--- src/rtl/prev_knn_sched_if.sv ---
// prev_knn_sched_if: control, prev-KNN buffer read port and comparator/topK stream of the scheduler.
// An entry is {valid, distance}; valid sits in the MSB.
interface prev_knn_sched_if #(
    parameter int K      = 8,
    parameter int LOG2K  = 3,
    parameter int DIST_W = 16
);
    logic              start;
    logic              rd_en;
    logic [LOG2K-1:0]  rd_addr;
    logic [DIST_W:0]   rd_data;
    logic [DIST_W:0]   cmp_entry;
    logic [DIST_W-1:0] running_mean;
    logic              out_valid;
    logic              out_ready;
    logic              busy;
    logic              done;
    modport master (
        input  start, rd_data, out_ready,
        output rd_en, rd_addr, cmp_entry, running_mean, out_valid, busy, done
    );
    modport slave (
        output start, rd_data, out_ready,
        input  rd_en, rd_addr, cmp_entry, running_mean, out_valid, busy, done
    );
endinterface

--- src/rtl/prev_knn_sched.sv ---
// prev_knn_sched: two-pass sequencer over the previous query's KNN list.
// Pass 1 averages valid distances into running_mean; pass 2 streams every entry to the comparator.
module prev_knn_sched #(
    parameter int K      = 8,
    parameter int LOG2K  = 3,
    parameter int DIST_W = 16
) (
    input  logic             clock,
    input  logic             reset,
    prev_knn_sched_if.master bus
);
    localparam int CW = LOG2K + 1;
    localparam int SW = DIST_W + LOG2K;
    localparam int EW = DIST_W + 1;

    typedef enum logic [2:0] {IDLE, SUM, MEAN, STREAM, DONE} state_e;

    state_e        state_q, state_d;
    logic [CW-1:0] iss_q, iss_d;
    logic [CW-1:0] xc_q, xc_d;
    logic [CW-1:0] cnt_q, cnt_d;
    logic [SW-1:0] sum_q, sum_d;
    logic [DIST_W-1:0] rm_q, rm_d;
    logic          pend_q, pend_d;
    logic          sk_v_q, sk_v_d;
    logic [EW-1:0] sk_e_q, sk_e_d;
    logic          out_valid, xfer, rd_en;
    logic [EW-1:0] cmp_entry;

    always_ff @(posedge clock) begin
        if (reset) begin
            state_q <= IDLE;
            iss_q   <= '0;
            xc_q    <= '0;
            cnt_q   <= '0;
            sum_q   <= '0;
            rm_q    <= '1;
            pend_q  <= 1'b0;
            sk_v_q  <= 1'b0;
            sk_e_q  <= '0;
        end else begin
            state_q <= state_d;
            iss_q   <= iss_d;
            xc_q    <= xc_d;
            cnt_q   <= cnt_d;
            sum_q   <= sum_d;
            rm_q    <= rm_d;
            pend_q  <= pend_d;
            sk_v_q  <= sk_v_d;
            sk_e_q  <= sk_e_d;
        end
    end

    always_comb begin
        state_d = state_q;
        case (state_q)
            IDLE:    state_d = bus.start ? SUM : IDLE;
            SUM:     state_d = iss_q[LOG2K] ? MEAN : SUM;
            MEAN:    state_d = STREAM;
            STREAM:  state_d = (xfer && xc_q == CW'(K - 1)) ? DONE : STREAM;
            default: state_d = IDLE;
        endcase
    end

    // A stream read is issued only when the slot it lands in next cycle is guaranteed free,
    // so the skid register never needs more than one entry.
    always_comb begin
        out_valid        = state_q == STREAM && (sk_v_q || pend_q);
        xfer             = out_valid && bus.out_ready;
        cmp_entry        = sk_v_q ? sk_e_q : out_valid ? bus.rd_data : '0;
        rd_en            = !iss_q[LOG2K] && (state_q == SUM || (state_q == STREAM && (xfer || !out_valid)));
        bus.rd_en        = rd_en;
        bus.rd_addr      = iss_q[LOG2K-1:0];
        bus.cmp_entry    = cmp_entry;
        bus.out_valid    = out_valid;
        bus.running_mean = rm_q;
        bus.busy         = state_q != IDLE;
        bus.done         = state_q == DONE;
    end

    always_comb begin
        iss_d  = iss_q + CW'(rd_en);
        xc_d   = xc_q;
        cnt_d  = cnt_q;
        sum_d  = sum_q;
        rm_d   = rm_q;
        pend_d = rd_en;
        sk_v_d = sk_v_q;
        sk_e_d = sk_e_q;
        case (state_q)
            IDLE: if (bus.start) begin
                iss_d = '0;
                sum_d = '0;
                cnt_d = '0;
            end
            SUM: if (pend_q && bus.rd_data[DIST_W]) begin
                sum_d = sum_q + SW'(bus.rd_data[DIST_W-1:0]);
                cnt_d = cnt_q + CW'(1);
            end
            MEAN: begin
                rm_d  = cnt_q[LOG2K] ? DIST_W'(sum_q >> LOG2K) : '1;
                iss_d = '0;
                xc_d  = '0;
            end
            STREAM: begin
                xc_d   = xc_q + CW'(xfer);
                sk_v_d = out_valid && !xfer;
                sk_e_d = sk_v_d ? cmp_entry : sk_e_q;
            end
            default: ;
        endcase
    end
endmodule

--- src/flat_wrapper.sv ---
// flat-port wrapper written by rule: the top's interface ports become plain ports
module prev_knn_sched_flat 
#(
    parameter int K      = 8,
    parameter int LOG2K  = 3,
    parameter int DIST_W = 16
)
  (clock, reset, bus_start, bus_rd_data, bus_out_ready, bus_rd_en, bus_rd_addr, bus_cmp_entry, bus_running_mean, bus_out_valid, bus_busy, bus_done);
  prev_knn_sched_if #(.K(K), .LOG2K(LOG2K), .DIST_W(DIST_W)) bus_i ();
  input  logic clock;
  input  logic reset;
  input wire logic [$bits(bus_i.start)-1:0] bus_start;
  input wire logic [$bits(bus_i.rd_data)-1:0] bus_rd_data;
  input wire logic [$bits(bus_i.out_ready)-1:0] bus_out_ready;
  output wire logic [$bits(bus_i.rd_en)-1:0] bus_rd_en;
  output wire logic [$bits(bus_i.rd_addr)-1:0] bus_rd_addr;
  output wire logic [$bits(bus_i.cmp_entry)-1:0] bus_cmp_entry;
  output wire logic [$bits(bus_i.running_mean)-1:0] bus_running_mean;
  output wire logic [$bits(bus_i.out_valid)-1:0] bus_out_valid;
  output wire logic [$bits(bus_i.busy)-1:0] bus_busy;
  output wire logic [$bits(bus_i.done)-1:0] bus_done;
  assign bus_i.start = bus_start;
  assign bus_i.rd_data = bus_rd_data;
  assign bus_i.out_ready = bus_out_ready;
  assign bus_rd_en = bus_i.rd_en;
  assign bus_rd_addr = bus_i.rd_addr;
  assign bus_cmp_entry = bus_i.cmp_entry;
  assign bus_running_mean = bus_i.running_mean;
  assign bus_out_valid = bus_i.out_valid;
  assign bus_busy = bus_i.busy;
  assign bus_done = bus_i.done;
  prev_knn_sched #(.K(K), .LOG2K(LOG2K), .DIST_W(DIST_W)) u_core (.clock(clock), .reset(reset), .bus(bus_i));
endmodule
--- config.mk ---
export PLATFORM = sky130hd
export DESIGN_NAME = prev_knn_sched_flat
export DESIGN_NICKNAME = d
export VERILOG_FILES = /design/src/rtl/prev_knn_sched_if.sv /design/src/rtl/prev_knn_sched.sv /design/src/flat_wrapper.sv
export SDC_FILE = /design/constraint.sdc
export NUM_CORES = 1
export LEC_CHECK = 0
export CAP_MARGIN = 15
export CORE_MARGIN = 5
export CORE_UTILIZATION = 35
export CTS_BUF_LIST = sky130_fd_sc_hd__clkbuf_4
export DETAILED_ROUTE_END_ITERATION = 16
export GPL_ROUTABILITY_DRIVEN = 0
export SYNTH_ARGS = -nofsm -noshare
export SYNTH_HDL_FRONTEND = slang
export SYNTH_SLANG_ARGS = --single-unit
--- constraint.sdc ---
create_clock -name clock -period 2.6 [get_ports clock]
set_clock_uncertainty 0.05 [all_clocks]
set_input_delay 0.78 -clock clock [delete_from_list [all_inputs] [get_ports clock]]
set_output_delay 0.78 -clock clock [all_outputs]
set_load 0.03 [all_outputs]
==> results of run 1 <==
-- cells in the final DEF, fill, tap and decap left out, types with 3 or more instances in the layout --
master           synthesis  layout
nor2_1                  42      42
o211ai_1                 3       3
and2_1                   6       6
nand2b_1                 8       7
ha_1                    21      18
mux2i_1                 19      19
clkdlybuf4s50_1          0      33
o21ai_1                 12       6
a21oi_1                 20      19
dlygate4sd2_1            0       6
inv_1                    8       8
nand2_1                 61      61
o211a_4                  1       5
o22a_1                  16      16
nor3_1                   7       5
xor2_1                   5       5
or3_1                    4       4
clkbuf_4                 0      11
a21o_1                   9       9
nand4_1                  7       7
a22oi_1                  7       7
xnor2_1                  7       7
o21ai_2                  0      13
a211oi_1                 3       3
buf_6                    1       4
dfxtp_1                 69      67
buf_4                    5      84
nand3_1                 13      12
o21ai_0                 15       8
-- state kept, by name, indices dropped and copies added, names as in the netlist --
signal and count:
u_core.bus.running_mean 16, u_core.cnt_q 4, u_core.iss_q 4, u_core.pend_q 1
u_core.state_q 3, u_core.xc_q 4, u_core.sk_e_q 17, u_core.sk_v_q 1
u_core.sum_q 19
-- cells in the mapped netlist, drive strengths merged (6+ instances only) --
cell     n
nor3     7
buf     11
nand3   13
nand2   61
a21o     9
inv      8
nor2    42
xnor2    7
o22a    16
ha      21
a21oi   20
nand4    7
dfxtp   69
a22oi    7
and2     6
clkbuf  15
mux2i   19
nand2b   8
o21ai   27
-- metrics by stage --
step           power, W  instance area (sq um)  TNS (ps)
2_1_floorplan   0.00127                   3710         0
3_3_place_gp    0.00143                   4810     -6090
3_5_place_dp    0.00144                   4810     -6650
4_1_cts         0.00214                   5060         0
5_1_grt         0.00223                   5180      -117
6_report        0.00212                   5180         0
-- layout make-up --
cell class	count	area [sq um]
Fill cell	1007	5100
Sequential cell	69	1380
Timing Repair Buffer	131	1120
Clock inverter	5	51.3
Inverter	8	30.0
Tap cell	136	170
Multi-Input combinational cell	331	2340
Clock buffer	11	82.6
-- critical path, delay by kind of cell --
kind	cells	cell delay (ps)
buf+inv	1	550
simple gates	2	220
fa+ha+maj	1	240
compound gates	4	1050
-- power breakdown --
group	leakage, nW	switching, W	total [W]	internal, W
Clock	0.0743	0.000389	0.000698	0.000309
Sequential	0.558	0.0000183	0.00109	0.00107
Combinational	1.59	0.000171	0.000338	0.000167
-- what timing repair did --
action                                  4_1_cts  5_1_grt
hold endpoints to repair                      0        0
gates cloned                                  2        1
endpoints found under the setup margin       27       21
gates resized for setup                      27       22
buffers inserted                              4        1
pin swaps                                     6        2
-- cell families (layout without fill, tap and decap cells) --
group / Yosys count / after routing
AOI/OAI and AO/OA: 110 / 113
xor gates and xnor gates: 12 / 12
adders and majority gates: 22 / 22
buffers and inverters: 34 / 155
DFF: 69 / 69
muxes: 19 / 19
and+or+nand+nor: 165 / 165
-- layer usage --
| layer | vias up | wire length, microns | part of all wire (%) | track usage (%) |
|---|---|---|---|---|
| li1 | 1811 | - | - | - |
| met1 | 1656 | 5030 | 48 | 22.6 |
| met2 | 74 | 4970 | 47 | 27.5 |
| met3 | 19 | 314 | 3.0 | 2.64 |
| met4 | 0 | 212 | 2.0 | 6.81 |
| met5 | - | 0 | 0 | 0 |
-- final timing paths --
path         slack, ps                                      from  cells past startpoint                                        to
max reg2reg        370              u_core.sum_q[0]$_SDFFE_PP0P_                      9             u_core.sum_q[16]$_SDFFE_PP0P_
min                430  u_core.bus.running_mean[14]$_SDFFE_PP1P_                      1  u_core.bus.running_mean[14]$_SDFFE_PP1P_
max                 10                            bus_rd_data[4]                      8             u_core.sum_q[17]$_SDFFE_PP0P_
min reg2reg        430  u_core.bus.running_mean[14]$_SDFFE_PP1P_                      1  u_core.bus.running_mean[14]$_SDFFE_PP1P_
==> impl_metrics.yaml, run 1 <==
setup_path:
  arrival_ps: 2860
  startpoint_type: "input port"
  path_cells: "clkdlybuf4s50_1 -> ha_4 -> a21oi_1 -> nand2_1 -> o211a_4 -> a2111oi_2 -> nor4_1 -> o21a_1"
  critPathRequiredTime_ps: 2880
  slowest_stage: "clkdlybuf4s50_1"
  slowest_delay_ps: 550
  crit_type: "in -> reg"
  path_max_fanout: 5
  crit_path_end_kind: "flip-flop"
floorplanning:
  die_area_sq_um: 12600
  fp.dieW_microns: 112
  num_rows: 37
  core_sq_um: 10300
  start_util_pct: 35.7
  num_io_pins: 61
  die_h_microns: 112
yosys:
  syn_inst: 431
  synth_top_area_share_pct: 37.6
  yosysSeqAreaShare_pct: 37.6
  ys_ff_latch: 69
  synth_edf_count: 0
  synth_mux_area_share_pct: 5.18
  synth_top_family_by_area: "compound AO/OA/AOI/OAI gates"
  synth_top_cells_by_area: "dfxtp_1, ha_1, nand2_1, mux2i_1, nor2_1"
  syn_nets: 474
  synth_area_leader_cell: "dfxtp_1"
  synth_compound_area_share_pct: 21.2
  synth_ff_type: "dfxtp_1"
  synth.cell_area_sq_um: 3670
  ys_async_sr_fraction_pct: 0
  yosys.cell_types.count: 57
  yosys.area_share.simple_pct: 21.1
  ys.warnings.count: 0
  synth_adder_area_share_pct: 7.70
  yosys.area_share.xor_xnor_pct: 2.86
  postSynthAreaPerCell_sq_um: 8.52
sta:
  fmax_mhz: 386
  fin_crit_ps: 2590
  fin_crit_sh_pct: 99.6
  worst_hold_slack_ps: 429
  setup_viol: 0
  finalMaxSlewViolations: 0
  rsz0062_at_grt: "yes"
  slew_headroom_pct: 74.0
  layout_setup_ws_ps: 11.4
  hold_viol: 0
  tightest_slew_ps: 389
run:
  cap_violations: 0
detailed_routing:
  viasPerCell: 5.15
  drt_iter0_markers: 214
  wire_per_inst_microns: 15.2
  ant_nets: 0
  vias: 3560
  drc_errors: 0
  first_pass_iters: 4
  drt-total-wl_mm: 10.5
placed_design:
  numPortBuffers: 60
  post-dp-hpwl_mm: 7.62
  placed_cells: 667
  pre_cts_ws_ps: -609
grt:
  grt_first_pass_wirelength_mm: 17.7
  first_global_vias: 3559
  grt_antenna_before_repair: 0
  grt_max_degree: 38
  grt.overflow.total: 0
  grtUsageTotal_pct: 17.0
pwr:
  ir_worst_vdd_uv: 183
  p_leak_nw: 2.22
  p_per_area_nw_per_um2: 410
layout:
  fin_util_pct: 50.4
  area_delta_synth_final_pct: 41.0
  drive_above_1_share_pct: 25.9
  fin_nets: 593
  n_antenna_cell: 0
  fin_cells: 691
worst_hold_path:
  hold_path_class: "reg -> reg"
clock_network:
  hold_buffers: 0
  insertion_delay_ps: 420
  cts_buffers: 9
  clock-sinks: 69
  clockBufferDepth: 2
  root_buffer: "clkbuf_4"
  cts_tree: "done"
  cts.clk_slew.worst_paths_ps: 110
  h-tree-depth: 3
outcome:
  run_status: "finished, final reports clean"
Note: power is estimated with default switching activity, not from simulation.
==> inputs of run 2 (changes only) <==
DONT_BUFFER_PORTS = 1   (was unset)
==> run 2 against run 1 <==
Effect of this change:
- the run now ends with setup timing left
- combinational power shrank 35%
- global-route usage shrank 0.85 points
- register-to-register slack lost 110 ps
- sequential cell count is the same
- clock-buffer cell count is 2 lower
- sequential share of layout area up 4.8 points
- sequential power is essentially flat
- total power increased by 3.5%
- die area did not move
- routed wire length is 3.4% lower
- critical path type is now reg -> out
==> impl_metrics.yaml, run 2 (same netlist as run 1, synthesis figures left out) <==
outcome:
  run_status: "finished, violations left"
  failed_checks: "setup timing"
placed_design:
  pre_cts_ws_ps: -150
  placed_area_sq_um: 4060
  numPortBuffers: 0
  placed_cells: 582
  post-dp-hpwl_mm: 7.06
sta:
  finalMaxSlewViolations: 0
  layout_setup_ws_ps: -18.6
  fmax_mhz: 382
  setup_viol: 3
  fin_crit_sh_pct: 101
  rsz0062_at_grt: "yes"
  fin_crit_ps: 2620
  hold_viol: 0
  slew_headroom_pct: 55.6
  worst_hold_slack_ps: 336
  fin_setup_tns_ps: -38.2
  tightest_slew_ps: 666
clock_network:
  insertion_delay_ps: 440
  clock-sinks: 69
  cts.clk_slew.worst_paths_ps: 120
  clockBufferDepth: 2
  root_buffer: "clkbuf_4"
  cts_tree: "done"
  cts_buffers: 9
  h-tree-depth: 3
  hold_buffers: 0
floorplanning:
  die_h_microns: 112
  die_area_sq_um: 12600
  num_rows: 37
  start_util_pct: 35.7
  fp.dieW_microns: 112
  num_io_pins: 61
  core_sq_um: 10300
detailed_routing:
  wire_per_inst_microns: 16.9
  first_pass_iters: 4
  drt-total-wl_mm: 10.2
  ant_nets: 0
  vias: 3213
  viasPerCell: 5.33
  drc_errors: 0
  drt_iter0_markers: 173
layout:
  drive_above_1_share_pct: 19.1
  top_register: "u_core.sum_q"
  fin_nets: 505
  area_delta_synth_final_pct: 20.0
  fillerInstances: 1011
  final_common_cell: "dfxtp_1"
  n_antenna_cell: 0
  mostFrequentLayoutCells: "dfxtp_1, nand2_1, nor2_1, buf_4, ha_1"
  final_area_sq_um: 4410
  fin_cells: 603
  largest_reg_flops: 19
setup_path:
  path_max_fanout: 6
  crit_type: "reg -> out"
  arrival_ps: 1790
  startpoint_type: "flip-flop"
  crit_path_end_kind: "output pin"
  critPathRequiredTime_ps: 1770
grt:
  grt_antenna_before_repair: 0
  grtUsageTotal_pct: 16.1
  grt.overflow.total: 0
  grt_max_degree: 42
  grt_first_pass_wirelength_mm: 16.3
  first_global_vias: 3143
run:
  cap_violations: 0
worst_hold_path:
  hold_path_class: "in -> reg"
pwr:
  p_per_area_nw_per_um2: 499
  net-switching-power_w: 0.000556
  p_leak_nw: 1.80
  ir_worst_vdd_uv: 267
  clockPowerShare_pct: 40.4
  swShare_pct: 25.3
  p_int_w: 0.00164
  pwr-share-comb_pct: 10.0
  pwr-share-seq_pct: 49.5
run 2: changes by cell type in the layout (fill, tap and decap cells not counted), sizes merged:
cell / previous run / this run
bufinv: 1 / 3
o211a: 6 / 5
dlymetal6s2s: 2 / 0
buf: 90 / 44
clkdlybuf4s50: 33 / 0
clkbuf: 11 / 9
dlygate4sd2: 6 / 0
run 2: path summary, 6_finish.rpt:
path	start	end	slack (ps)	cells after the start
max	u_core.state_q[2]$_SDFF_PP0_	bus_cmp_entry[15]	-20	6
min	reset	u_core.state_q[2]$_SDFF_PP0_	340	1
min reg2reg	u_core.sk_e_q[16]$_SDFFE_PP0P_	u_core.sk_e_q[16]$_SDFFE_PP0P_	420	2
max reg2reg	u_core.sum_q[0]$_SDFFE_PP0P_	u_core.sum_q[16]$_SDFFE_PP0P_	260	9
run 2: layout make-up:
cell class,instances,area [sq um],area share (%)
multi-input cells,330,2260,51.4
flip-flops and latches,69,1390,31.5
repair buffers,44,373,8.46
well taps,136,170,3.86
clock inverters,7,114,2.58
clock buffers,9,67.6,1.53
inverters,8,30.0,0.681
run 2: power groups by stage:
stage | clock network [W] | registers (W) | logic (W)
finish | 0.000888 | 0.00109 | 0.000220
global route | 0.000966 | 0.00109 | 0.000246
CTS | 0.000915 | 0.00109 | 0.000218
detailed placement | 0 | 0.00111 | 0.000216
global placement | 0 | 0.00111 | 0.000213
floorplan | 0 | 0.00110 | 0.000167
run 2: per-stage QoR:
step,power [W],utilization [%]
final,0.00220,42.9
after global routing,0.00230,42.9
after CTS,0.00222,41.6
after detailed placement,0.00133,39.5
after global placement,0.00132,39.5
after floorplan,0.00127,-
run 2: routing by layer:
metal	GRT usage, %	vias to the layer above	wire length (microns)	part of all wire [%]
li1	-	1621	-	-
met2	26.9	62	4800	47
met1	19.3	1510	4540	45
met4	6.65	0	256	2.5
met3	4.91	20	583	5.7
met5	0	-	0	0
run 2: timing repair:
action | 4_1_cts | 5_1_grt
gates cloned | 1 | 1
pin swaps | 0 | 4
setup endpoints to repair | 17 | 19
setup buffers | 1 | 2
resized for setup | 2 | 32
run 2: critical path, cell delays in order, from the launching register on:
cell	delay (ps)
dfxtp_2	340
and2b_4	310
o211a_4	230
buf_12	130
nand2_4	40
o21ai_2	140
buf_6	150
